$ cat src/rtl/lsu_pkg.sv
// Shared definitions for the load/store unit: FSM state encoding, RV32I
// funct3 width codes and the store byte-enable helper.
package lsu_pkg;

    // Access sequencing states, also exported on the debug port
    typedef enum logic [1:0] {
        IDLE = 2'd0,
        REQ  = 2'd1,
        WAIT = 2'd2,
        DONE = 2'd3
    } lsu_state_t;

    localparam logic [2:0] F3_B  = 3'd0;
    localparam logic [2:0] F3_H  = 3'd1;
    localparam logic [2:0] F3_W  = 3'd2;
    localparam logic [2:0] F3_BU = 3'd4;
    localparam logic [2:0] F3_HU = 3'd5;

    // Stores enable only the addressed lanes; loads always fetch the full word
    function automatic logic [3:0] calc_be(input logic       is_store,
                                           input logic [2:0] f3,
                                           input logic [1:0] ofs);
        logic [3:0] be;
        be = 4'b1111;
        if (is_store) begin
            case (f3)
                F3_B:    be = 4'b0001 << ofs;
                F3_H:    be = 4'b0011 << ofs;
                default: be = 4'b1111;
            endcase
        end
        return be;
    endfunction

endpackage

$ cat src/rtl/load_align.sv
// Load data formatter: picks the addressed byte/halfword out of the bus word
// and sign- or zero-extends it according to funct3. Purely combinational.
module load_align
    import lsu_pkg::*;
(
    input  logic [31:0] rdata_i,
    input  logic [1:0]  addr_i,
    input  logic [2:0]  funct3_i,
    output logic [31:0] data_o
);

    logic [7:0]  sel_byte;
    logic [15:0] sel_half;

    // Lane selection and extension of the returned word
    always_comb begin
        sel_byte = rdata_i[7:0];
        sel_half = addr_i[1] ? rdata_i[31:16] : rdata_i[15:0];
        case (addr_i)
            2'd0:    sel_byte = rdata_i[7:0];
            2'd1:    sel_byte = rdata_i[15:8];
            2'd2:    sel_byte = rdata_i[23:16];
            default: sel_byte = rdata_i[31:24];
        endcase
        case (funct3_i)
            F3_B:    data_o = {{24{sel_byte[7]}}, sel_byte};
            F3_H:    data_o = {{16{sel_half[15]}}, sel_half};
            F3_BU:   data_o = {24'h0, sel_byte};
            F3_HU:   data_o = {16'h0, sel_half};
            default: data_o = rdata_i;
        endcase
    end

endmodule

$ cat src/rtl/load_store_unit.sv
// Memory stage of the single-cycle core. Issues one data-bus transaction per
// load/store over a valid/ready request channel plus a response-valid channel,
// stalling the core until the access completes.
//
// Request handshake: dReqValid is high exactly while in REQ; address, data,
// byte enables and write enable are registered and do not change until the
// cycle in which dReqValid && dReqReady (transfer). A read response is taken
// only in WAIT, i.e. no earlier than the cycle after the transfer.
//
// Optional feature: define LSU_TIMEOUT_EN to abort a load whose response has
// not arrived after TIMEOUT_CYCLES cycles in WAIT, reporting lsuFault.
module load_store_unit
    import lsu_pkg::*;
#(
    parameter int XLEN           = 32,
    parameter int TIMEOUT_CYCLES = 255
) (
    input  logic            clk,
    input  logic            resetN,
    input  logic            lsuReq,
    input  logic            memWrite,
    input  logic [2:0]      funct3,
    input  logic [XLEN-1:0] aluResult,
    input  logic [XLEN-1:0] writeData,
    output logic            lsuStall,
    output logic [XLEN-1:0] readData,
    output logic            lsuFault,
    output logic            dReqValid,
    input  logic            dReqReady,
    output logic            dWe,
    output logic [XLEN-1:0] dAddr,
    output logic [XLEN-1:0] dWData,
    output logic [3:0]      dBe,
    input  logic            dRspValid,
    input  logic [XLEN-1:0] dRData,
    output lsu_state_t      dbgState
);

    lsu_state_t      state_q, state_d;
    logic [XLEN-1:0] addr_q,  addr_d;
    logic [XLEN-1:0] wdata_q, wdata_d;
    logic [3:0]      be_q,    be_d;
    logic            we_q,    we_d;
    logic [2:0]      f3_q,    f3_d;
    logic [1:0]      ofs_q,   ofs_d;
    logic            fault_q, fault_d;
    logic [XLEN-1:0] rdata_q, rdata_d;

    logic            req_legal;
    logic            req_aligned;
    logic [XLEN-1:0] store_lanes;
    logic [XLEN-1:0] load_data;
    logic            timeout_hit;

    load_align u_load_align (
        .rdata_i  (dRData),
        .addr_i   (ofs_q),
        .funct3_i (f3_q),
        .data_o   (load_data)
    );

    // Decode legality, alignment and store lane replication of the new request
    always_comb begin
        req_legal   = 1'b0;
        req_aligned = 1'b1;
        store_lanes = writeData;
        case (funct3)
            F3_B, F3_H, F3_W: req_legal = 1'b1;
            F3_BU, F3_HU:     req_legal = !memWrite;
            default:          req_legal = 1'b0;
        endcase
        case (funct3)
            F3_H, F3_HU: req_aligned = !aluResult[0];
            F3_W:        req_aligned = (aluResult[1:0] == 2'b00);
            default:     req_aligned = 1'b1;
        endcase
        case (funct3)
            F3_B:    store_lanes = {4{writeData[7:0]}};
            F3_H:    store_lanes = {2{writeData[15:0]}};
            default: store_lanes = writeData;
        endcase
    end

`ifdef LSU_TIMEOUT_EN
    localparam int CW = ($clog2(TIMEOUT_CYCLES + 1) > 8) ? $clog2(TIMEOUT_CYCLES + 1) : 8;

    logic [CW-1:0] cnt_q, cnt_d;

    // Count WAIT cycles; cleared on the transfer that enters WAIT
    always_comb begin
        cnt_d = cnt_q;
        if (state_q == REQ && dReqReady && !we_q) begin
            cnt_d = '0;
        end else if (state_q == WAIT) begin
            cnt_d = cnt_q + 1'b1;
        end
    end

    // Timeout counter register
    always_ff @(posedge clk or negedge resetN) begin
        if (!resetN) begin
            cnt_q <= '0;
        end else begin
            cnt_q <= cnt_d;
        end
    end

    assign timeout_hit = (cnt_q == CW'(TIMEOUT_CYCLES - 1));
`else
    logic unused_timeout_cfg;

    assign unused_timeout_cfg = (TIMEOUT_CYCLES != 0);
    assign timeout_hit        = 1'b0;
`endif

    // Next-state logic and request/result register updates
    always_comb begin
        state_d = state_q;
        addr_d  = addr_q;
        wdata_d = wdata_q;
        be_d    = be_q;
        we_d    = we_q;
        f3_d    = f3_q;
        ofs_d   = ofs_q;
        fault_d = fault_q;
        rdata_d = rdata_q;
        case (state_q)
            IDLE: begin
                if (lsuReq) begin
                    rdata_d = '0;
                    if (req_legal && req_aligned) begin
                        state_d = REQ;
                        addr_d  = {aluResult[XLEN-1:2], 2'b00};
                        wdata_d = store_lanes;
                        be_d    = calc_be(memWrite, funct3, aluResult[1:0]);
                        we_d    = memWrite;
                        f3_d    = funct3;
                        ofs_d   = aluResult[1:0];
                        fault_d = 1'b0;
                    end else begin
                        // Illegal or misaligned: report without touching the bus
                        state_d = DONE;
                        fault_d = 1'b1;
                    end
                end
            end
            REQ: begin
                if (dReqReady) begin
                    state_d = we_q ? DONE : WAIT;
                end
            end
            WAIT: begin
                if (dRspValid) begin
                    state_d = DONE;
                    rdata_d = load_data;
                end else if (timeout_hit) begin
                    state_d = DONE;
                    fault_d = 1'b1;
                    rdata_d = '0;
                end
            end
            default: begin
                state_d = IDLE;
                fault_d = 1'b0;
            end
        endcase
    end

    // State and request registers
    always_ff @(posedge clk or negedge resetN) begin
        if (!resetN) begin
            state_q <= IDLE;
            addr_q  <= '0;
            wdata_q <= '0;
            be_q    <= '0;
            we_q    <= 1'b0;
            f3_q    <= '0;
            ofs_q   <= '0;
            fault_q <= 1'b0;
            rdata_q <= '0;
        end else begin
            state_q <= state_d;
            addr_q  <= addr_d;
            wdata_q <= wdata_d;
            be_q    <= be_d;
            we_q    <= we_d;
            f3_q    <= f3_d;
            ofs_q   <= ofs_d;
            fault_q <= fault_d;
            rdata_q <= rdata_d;
        end
    end

    // The core is released only in DONE, including on the fault path, so the
    // fault pulse always lines up with the instruction that caused it.
    assign lsuStall  = lsuReq && (state_q != DONE);
    assign readData  = (state_q == DONE) ? rdata_q : '0;
    assign lsuFault  = (state_q == DONE) && fault_q;
    assign dReqValid = (state_q == REQ);
    assign dWe       = (state_q == REQ) && we_q;
    assign dAddr     = addr_q;
    assign dWData    = wdata_q;
    assign dBe       = be_q;
    assign dbgState  = state_q;

endmodule

$ cat config.mk
export PLATFORM = sky130hd
export DESIGN_NAME = load_store_unit
export DESIGN_NICKNAME = d
export VERILOG_FILES = /design/src/rtl/lsu_pkg.sv /design/src/rtl/load_align.sv /design/src/rtl/load_store_unit.sv
export SDC_FILE = /design/constraint.sdc
export NUM_CORES = 1
export LEC_CHECK = 0
export CAP_MARGIN = 20
export CORE_MARGIN = 5
export CORE_UTILIZATION = 40
export DETAILED_ROUTE_END_ITERATION = 8
export GPL_TIMING_DRIVEN = 0
export MAX_ROUTING_LAYER = met4
export PLACE_DENSITY_LB_ADDON = 0.15
export SLEW_MARGIN = 20
export SYNTH_ARGS = -nofsm -noshare
export SYNTH_HDL_FRONTEND = slang
export SYNTH_SLANG_ARGS = --single-unit
$ cat constraint.sdc
create_clock -name clk -period 2.7 [get_ports clk]
set_input_delay 0.54 -clock clk [delete_from_list [all_inputs] [get_ports clk]]
set_output_delay 0.54 -clock clk [all_outputs]
set_load 0.1 [all_outputs]
==> metrics, run 1 <==
number of synthesized flops with an enable pin 0; area growth from synthesis to layout 49.4%; ys flop type dfrtp_1; Multi-input gate area roughly 0.0024 mm2; max frequency 380 MHz; n_diodes 0; final hold vios 0; Longest Clk Path Bufs 2; Post-synth top cells 169 x nand2_1, 107 x dfrtp_1, 42 x o21ai_0; worst r2r path cells 7; GP Congestion 0.877; gr usage total approximately 22%; routed vias/inst 5.08; TritonCTS buffer count 9; crit-path max FO 5; critical path endpoint category output pin; drt first pass iters 4; CTS Hold Bufs 0; Cell Area, Synth about 0.0053 mm2; Yosys top cell by area dfrtp_1; Avg Cell Area, Syn 9.48 um2; CTS root buffer clkbuf_16; slowest CP cell dlygate4sd2_1; total gr overflow 0; sequential area share after synthesis 51.0%; crit-path max cell delay roughly 0.86 ns; Synth Area in Compound Gates 15.9%; nets ~880; skew final 0.00912 ns; Final Slew Violations 0; top cell type's share of synthesized area 51.0%; post-synthesis mux area share 7.36%; Yosys reg bits roughly 110; Final ANT Viol Nets 0; most common cell in the netlist nand2_1; Setup CP Type flip-flop to output pin; detailed placement HPWL roughly 13 mm; Synth area leaders dfrtp_1 51%, nand2_1 12%, mux2i_1 4.6%; synth warn 0; Final Setup Violations 0; clock latency on the worst-skew pair around 0.36 ns; worst path required time 2.16 ns; Critical Path Source Type flip-flop; reg-to-reg slack, setup 0.42 ns; largest net degree at the start of global routing 56; first-pass GRT wire length around 27 mm; relative slew slack 31.6%; FF/Latch Area ~0.0027 mm2; DR WL/cell approximately 18 um; Post-Synth XOR/XNOR Area 0%; critical-path cell list inv_1, ha_2, and2_2, dlygate4sd2_1; Ports roughly 210; layout cell share with drive strength beyond 1 between 10% and 20%; Adder-Cell Fraction of Synth Area less than 1%; Port Buffer Count about 210; hold slack between 0.1 and 0.15 ns; final WL about 17 mm; critical path arrival around 2.1 ns; post-synthesis cell count around 550; CTS tree done; site row count 41; DIE AREA 0.0155 mm2; Worst Max-Slew Pin Slew 1.02 ns; simple-gate share of the synthesized area slightly below 20%; reg2reg start dbgState[0]; worst min path class input pin to async pin; post-layout minimum cycle time between 2 and 3 ns; Max Cap Viol 0; H-tree depth 3; async set-or-reset flop fraction in the synthesized netlist 100%; Vert. Die Dim 125 um; Distinct cells, synth 41; Clock Pin Slew Worst Setup and Hold Paths around 0.07 ns; RSZ-0062 raised after global routing no; core region area between 0.01 and 0.015 mm2; reg2reg end rdata_q[28]; largest family of logic cells by synthesized area simple AND/OR/NAND/NOR gates; initial antenna violation count 0; DRC viols 0; clock sinks 107; instance count on the critical path 4; Top delay family on crit path buffers and inverters; post-route clock period utilization 97.5%; 1st-iter DRT viols around 370; DIE WIDTH about 120 um; outcome finished, final reports clean; fill count 1,160; vias in the first global route ~5.1k; postcts setup bufs 0; Critical path buffers and inverters 2; Initial Utilization 41.3%; routed via count slightly below 5k
## final cells by class
class	instances	share of cell area, %
plain buffers	39	2.90
clock buffers	12	3.27
clock inverters	4	0.622
inverters	8	0.383
multi-input cells	401	30.2
flip-flops and latches	107	34.1
well taps	172	2.74
repair buffers	208	25.8
## metrics by stage
stage / setup WS [ns] / TNS (ns) / utilization (%) / std cells / area (um2)
after floorplan: -0.0865 / -0.0865 / - / 555 / 5300
after global placement: -3.07 / -337.24 / 59.6 / 934 / 7590
after detailed placement: -0.398 / -10.79 / 59.9 / 935 / 7610
after CTS: 0.0164 / 0 / 61.5 / 951 / 7820
after global routing: 0.0119 / 0 / 61.7 / 951 / 7850
final: 0.0664 / 0 / 61.7 / 951 / 7850
## worst max path at each step
| stage | from | slack [ns] | end |
|---|---|---|---|
| after floorplan | dbgState[0] | -0.09 | dWe |
| after global placement | resetN | -3.07 | dAddr[18] |
| after detailed placement | dbgState[0] | -0.40 | readData[6] |
| after CTS | dbgState[0] | 0.02 | lsuStall |
| after global routing | dbgState[1] | 0.01 | dWe |
| final | dbgState[1] | 0.07 | dWe |
## cells in the final DEF, fill, tap and decap left out, types with 2 or more instances in the layout
cell | Yosys | routed
clkbuf_4 | 0 | 10
buf_2 | 7 | 7
nor2_1 | 12 | 12
o21ai_0 | 42 | 42
nor2b_1 | 3 | 2
o22ai_1 | 12 | 12
conb_1 | 1 | 2
and2_2 | 0 | 31
dlygate4sd2_1 | 0 | 2
mux2i_1 | 24 | 24
and2_1 | 34 | 3
o21ai_1 | 6 | 6
a221o_1 | 17 | 17
a21oi_1 | 18 | 18
inv_1 | 8 | 8
dfrtp_1 | 107 | 107
a22o_1 | 8 | 8
buf_6 | 6 | 7
ha_1 | 4 | 3
clkbuf_2 | 1 | 5
nand2b_1 | 11 | 11
a32o_1 | 8 | 8
buf_4 | 6 | 26
clkbuf_8 | 0 | 2
clkdlybuf4s15_2 | 0 | 3
clkbuf_16 | 0 | 9
mux2_2 | 13 | 13
a21o_1 | 2 | 2
clkdlybuf4s50_1 | 0 | 170
nand2_1 | 169 | 169
clkinv_2 | 0 | 2
clkbuf_1 | 18 | 16
## cells by family (layout without fill, tap and decap cells)
| family | after synthesis | after routing |
|---|---|---|
| other | 1 | 2 |
| adders and majority gates | 4 | 4 |
| and+or+nand+nor | 237 | 237 |
| AOI/OAI and AO/OA | 121 | 121 |
| buffers and inverters | 47 | 271 |
| DFF | 107 | 107 |
| muxes | 37 | 37 |
## metal layers
metal  up-vias  global-route usage (%)  part of all wire, %
met5         -                       -                    0
met2       184                    34.8                   48
met1      2295                    27.2                   42
li1       2324                       -                    -
met4         0                    9.35                  2.8
met3        28                    5.75                  6.7
## state kept, by name, indices dropped and copies added (netlist names)
register and count:
dBe 4, fault_q 1, dbgState 2, we_q 1, f3_q 3, ofs_q 2
dWData 32, rdata_q 32, dAddr 30
## timing repair
| item | in CTS | in global routing |
|---|---|---|
| gates resized for setup | 182 | 18 |
| endpoints found under the setup margin | 36 | 31 |
| pin swaps | 0 | 0 |
Power of run 1 is left out: the tool's default activity adds up to more than one toggle a clock period on the data nets, which glitch-free logic cannot reach.
==> inputs of run 2 (changes only) <==
--- a/config.mk
+++ b/config.mk
@@ -12,6 +12,7 @@
 export GPL_TIMING_DRIVEN = 0
 export MAX_ROUTING_LAYER = met4
 export PLACE_DENSITY_LB_ADDON = 0.15
+export SETUP_SLACK_MARGIN = 0.15
 export SLEW_MARGIN = 20
 export SYNTH_ARGS = -nofsm -noshare
 export SYNTH_HDL_FRONTEND = slang
==> metrics, run 2 (synthesized netlist as in run 1, its figures left out) <==
outcome finished, final reports clean; Final Setup Violations 0; core region area between 0.01 and 0.015 mm2; Layout Utilization between 60% and 70%; Setup CP Type flip-flop to output pin; GP Congestion between 0.8 and 0.9; total gr overflow 0; CTS root buffer clkbuf_16; GR Layer Usage met2 36.1%; initial antenna violation count 0; n_diodes 0; Ports 211; critical-path cell list inv_1, ha_2, dlygate4sd2_1; first-pass GRT wire length approximately 27 mm; DR WL/cell roughly 18 um; Top delay family on crit path buffers and inverters; Initial Utilization 41.3%; H-tree depth 3; grt peak-use layer met2; post-route clock period utilization roughly 92%; gr usage total between 20 and 25%; M1 GR Usage 26.7%; worst r2r path cells 7; reg2reg end rdata_q[31]; clock latency on the worst-skew pair between 0.3 and 0.4 ns; CTS tree done; Max Cap Viol 0; slowest CP cell dlygate4sd2_1; site row count just over 40; max frequency approximately 400 MHz; crit-path max FO 5; reg-to-reg slack, setup approximately 0.45 ns; relative slew slack around a third; DRC viols 0; TritonCTS buffer count 9; Longest Clk Path Bufs 2; crit-path max cell delay around 0.86 ns; Port Buffer Count around 210; Final Slew Violations 0; final worst slack approximately 0.22 ns; clock sinks approximately 110; leading cell types in the layout, fill and taps excluded 170 x clkdlybuf4s50_1, 169 x nand2_1, 105 x dfrtp_1, 42 x o21ai_0, 36 x buf_4; Worst Max-Slew Pin Slew roughly 1 ns; 1st-iter DRT viols around 290; postcts setup bufs 0; nets just under 900; detailed placement HPWL about 13 mm; most common cell after layout, fill and taps aside clkdlybuf4s50_1; DIE AREA between 0.015 and 0.02 mm2; final hold vios 0; worst path required time 2.16 ns; Vert. Die Dim roughly 120 um; routed via count between 4k and 5k; worst min path class input pin to async pin; Critical path buffers and inverters 2; reg2reg start dbgState[1]; Critical Path Source Type flip-flop; vias in the first global route 5,153; largest net degree at the start of global routing 57; skew final between 0.01 and 0.015 ns; final WL about 17 mm; DIE WIDTH around 120 um; drt first pass iters 4; grt met3 use under 10%; routed vias/inst 5.11; pre-CTS setup slack -0.387 ns; Final ANT Viol Nets 0; Clock Pin Slew Worst Setup and Hold Paths around 0.08 ns; post-layout minimum cycle time around 2.5 ns; RSZ-0062 raised after global routing no; layout cell share with drive strength beyond 1 between 10% and 20%; area growth from synthesis to layout 49.1%; hold slack around 0.13 ns; CTS Hold Bufs 0; critical path endpoint category output pin; critical path arrival approximately 1.9 ns
run 2: worst reg2reg max path: stages (launching register included):
cell and delay, ns:
dfrtp_2 0.41, inv_1 0.07, ha_1 0.25, nand2b_1 0.13, nand3_1 0.22, nor2_1 0.44
clkbuf_1 0.43, a221o_1 0.23
run 2: repair_timing:
item                                    CTS  global route
pin swaps                                 0             0
gates resized for setup                 198             2
endpoints found under the setup margin   36            10
run 2: worst max-delay path by stage:
stage	start	to	slack, ns	depth (start not counted)
after floorplan	dbgState[0]	dWe	0.24	2
final	dbgState[1]	dReqValid	0.22	3
after global routing	funct3[1]	dWData[22]	0.17	5
after global placement	resetN	dbgState[1]	-3.42	1
after CTS	dbgState[1]	readData[21]	0.18	4
after detailed placement	dbgState[1]	readData[8]	-0.39	4
run 2: final cells by class:
class / count / area, um2
fill: 1182 / 4890
sequential: 107 / 2680
multi-input combinational: 401 / 2370
timing repair buffer: 208 / 2030
clock buffer: 11 / 253
buffer: 39 / 228
tap: 172 / 215
inverter: 8 / 30.0
clock inverter: 4 / 26.3
run 2: per-layer routing:
layer / up-vias / share of wire (%)
li1: 2322 / -
met1: 2318 / 42
met2: 178 / 48
met3: 35 / 7.2
met4: 0 / 2.9
met5: - / 0
run 2: per-stage QoR:
stage / instances / instance area (um2) / TNS (ns)
finish: 950 / 7830 / 0
global route: 950 / 7830 / 0
CTS: 950 / 7830 / 0
detailed placement: 935 / 7620 / -9.88
global placement: 934 / 7590 / -333.02
floorplan: 555 / 5300 / 0
Power of run 2 is left out for the same reason.
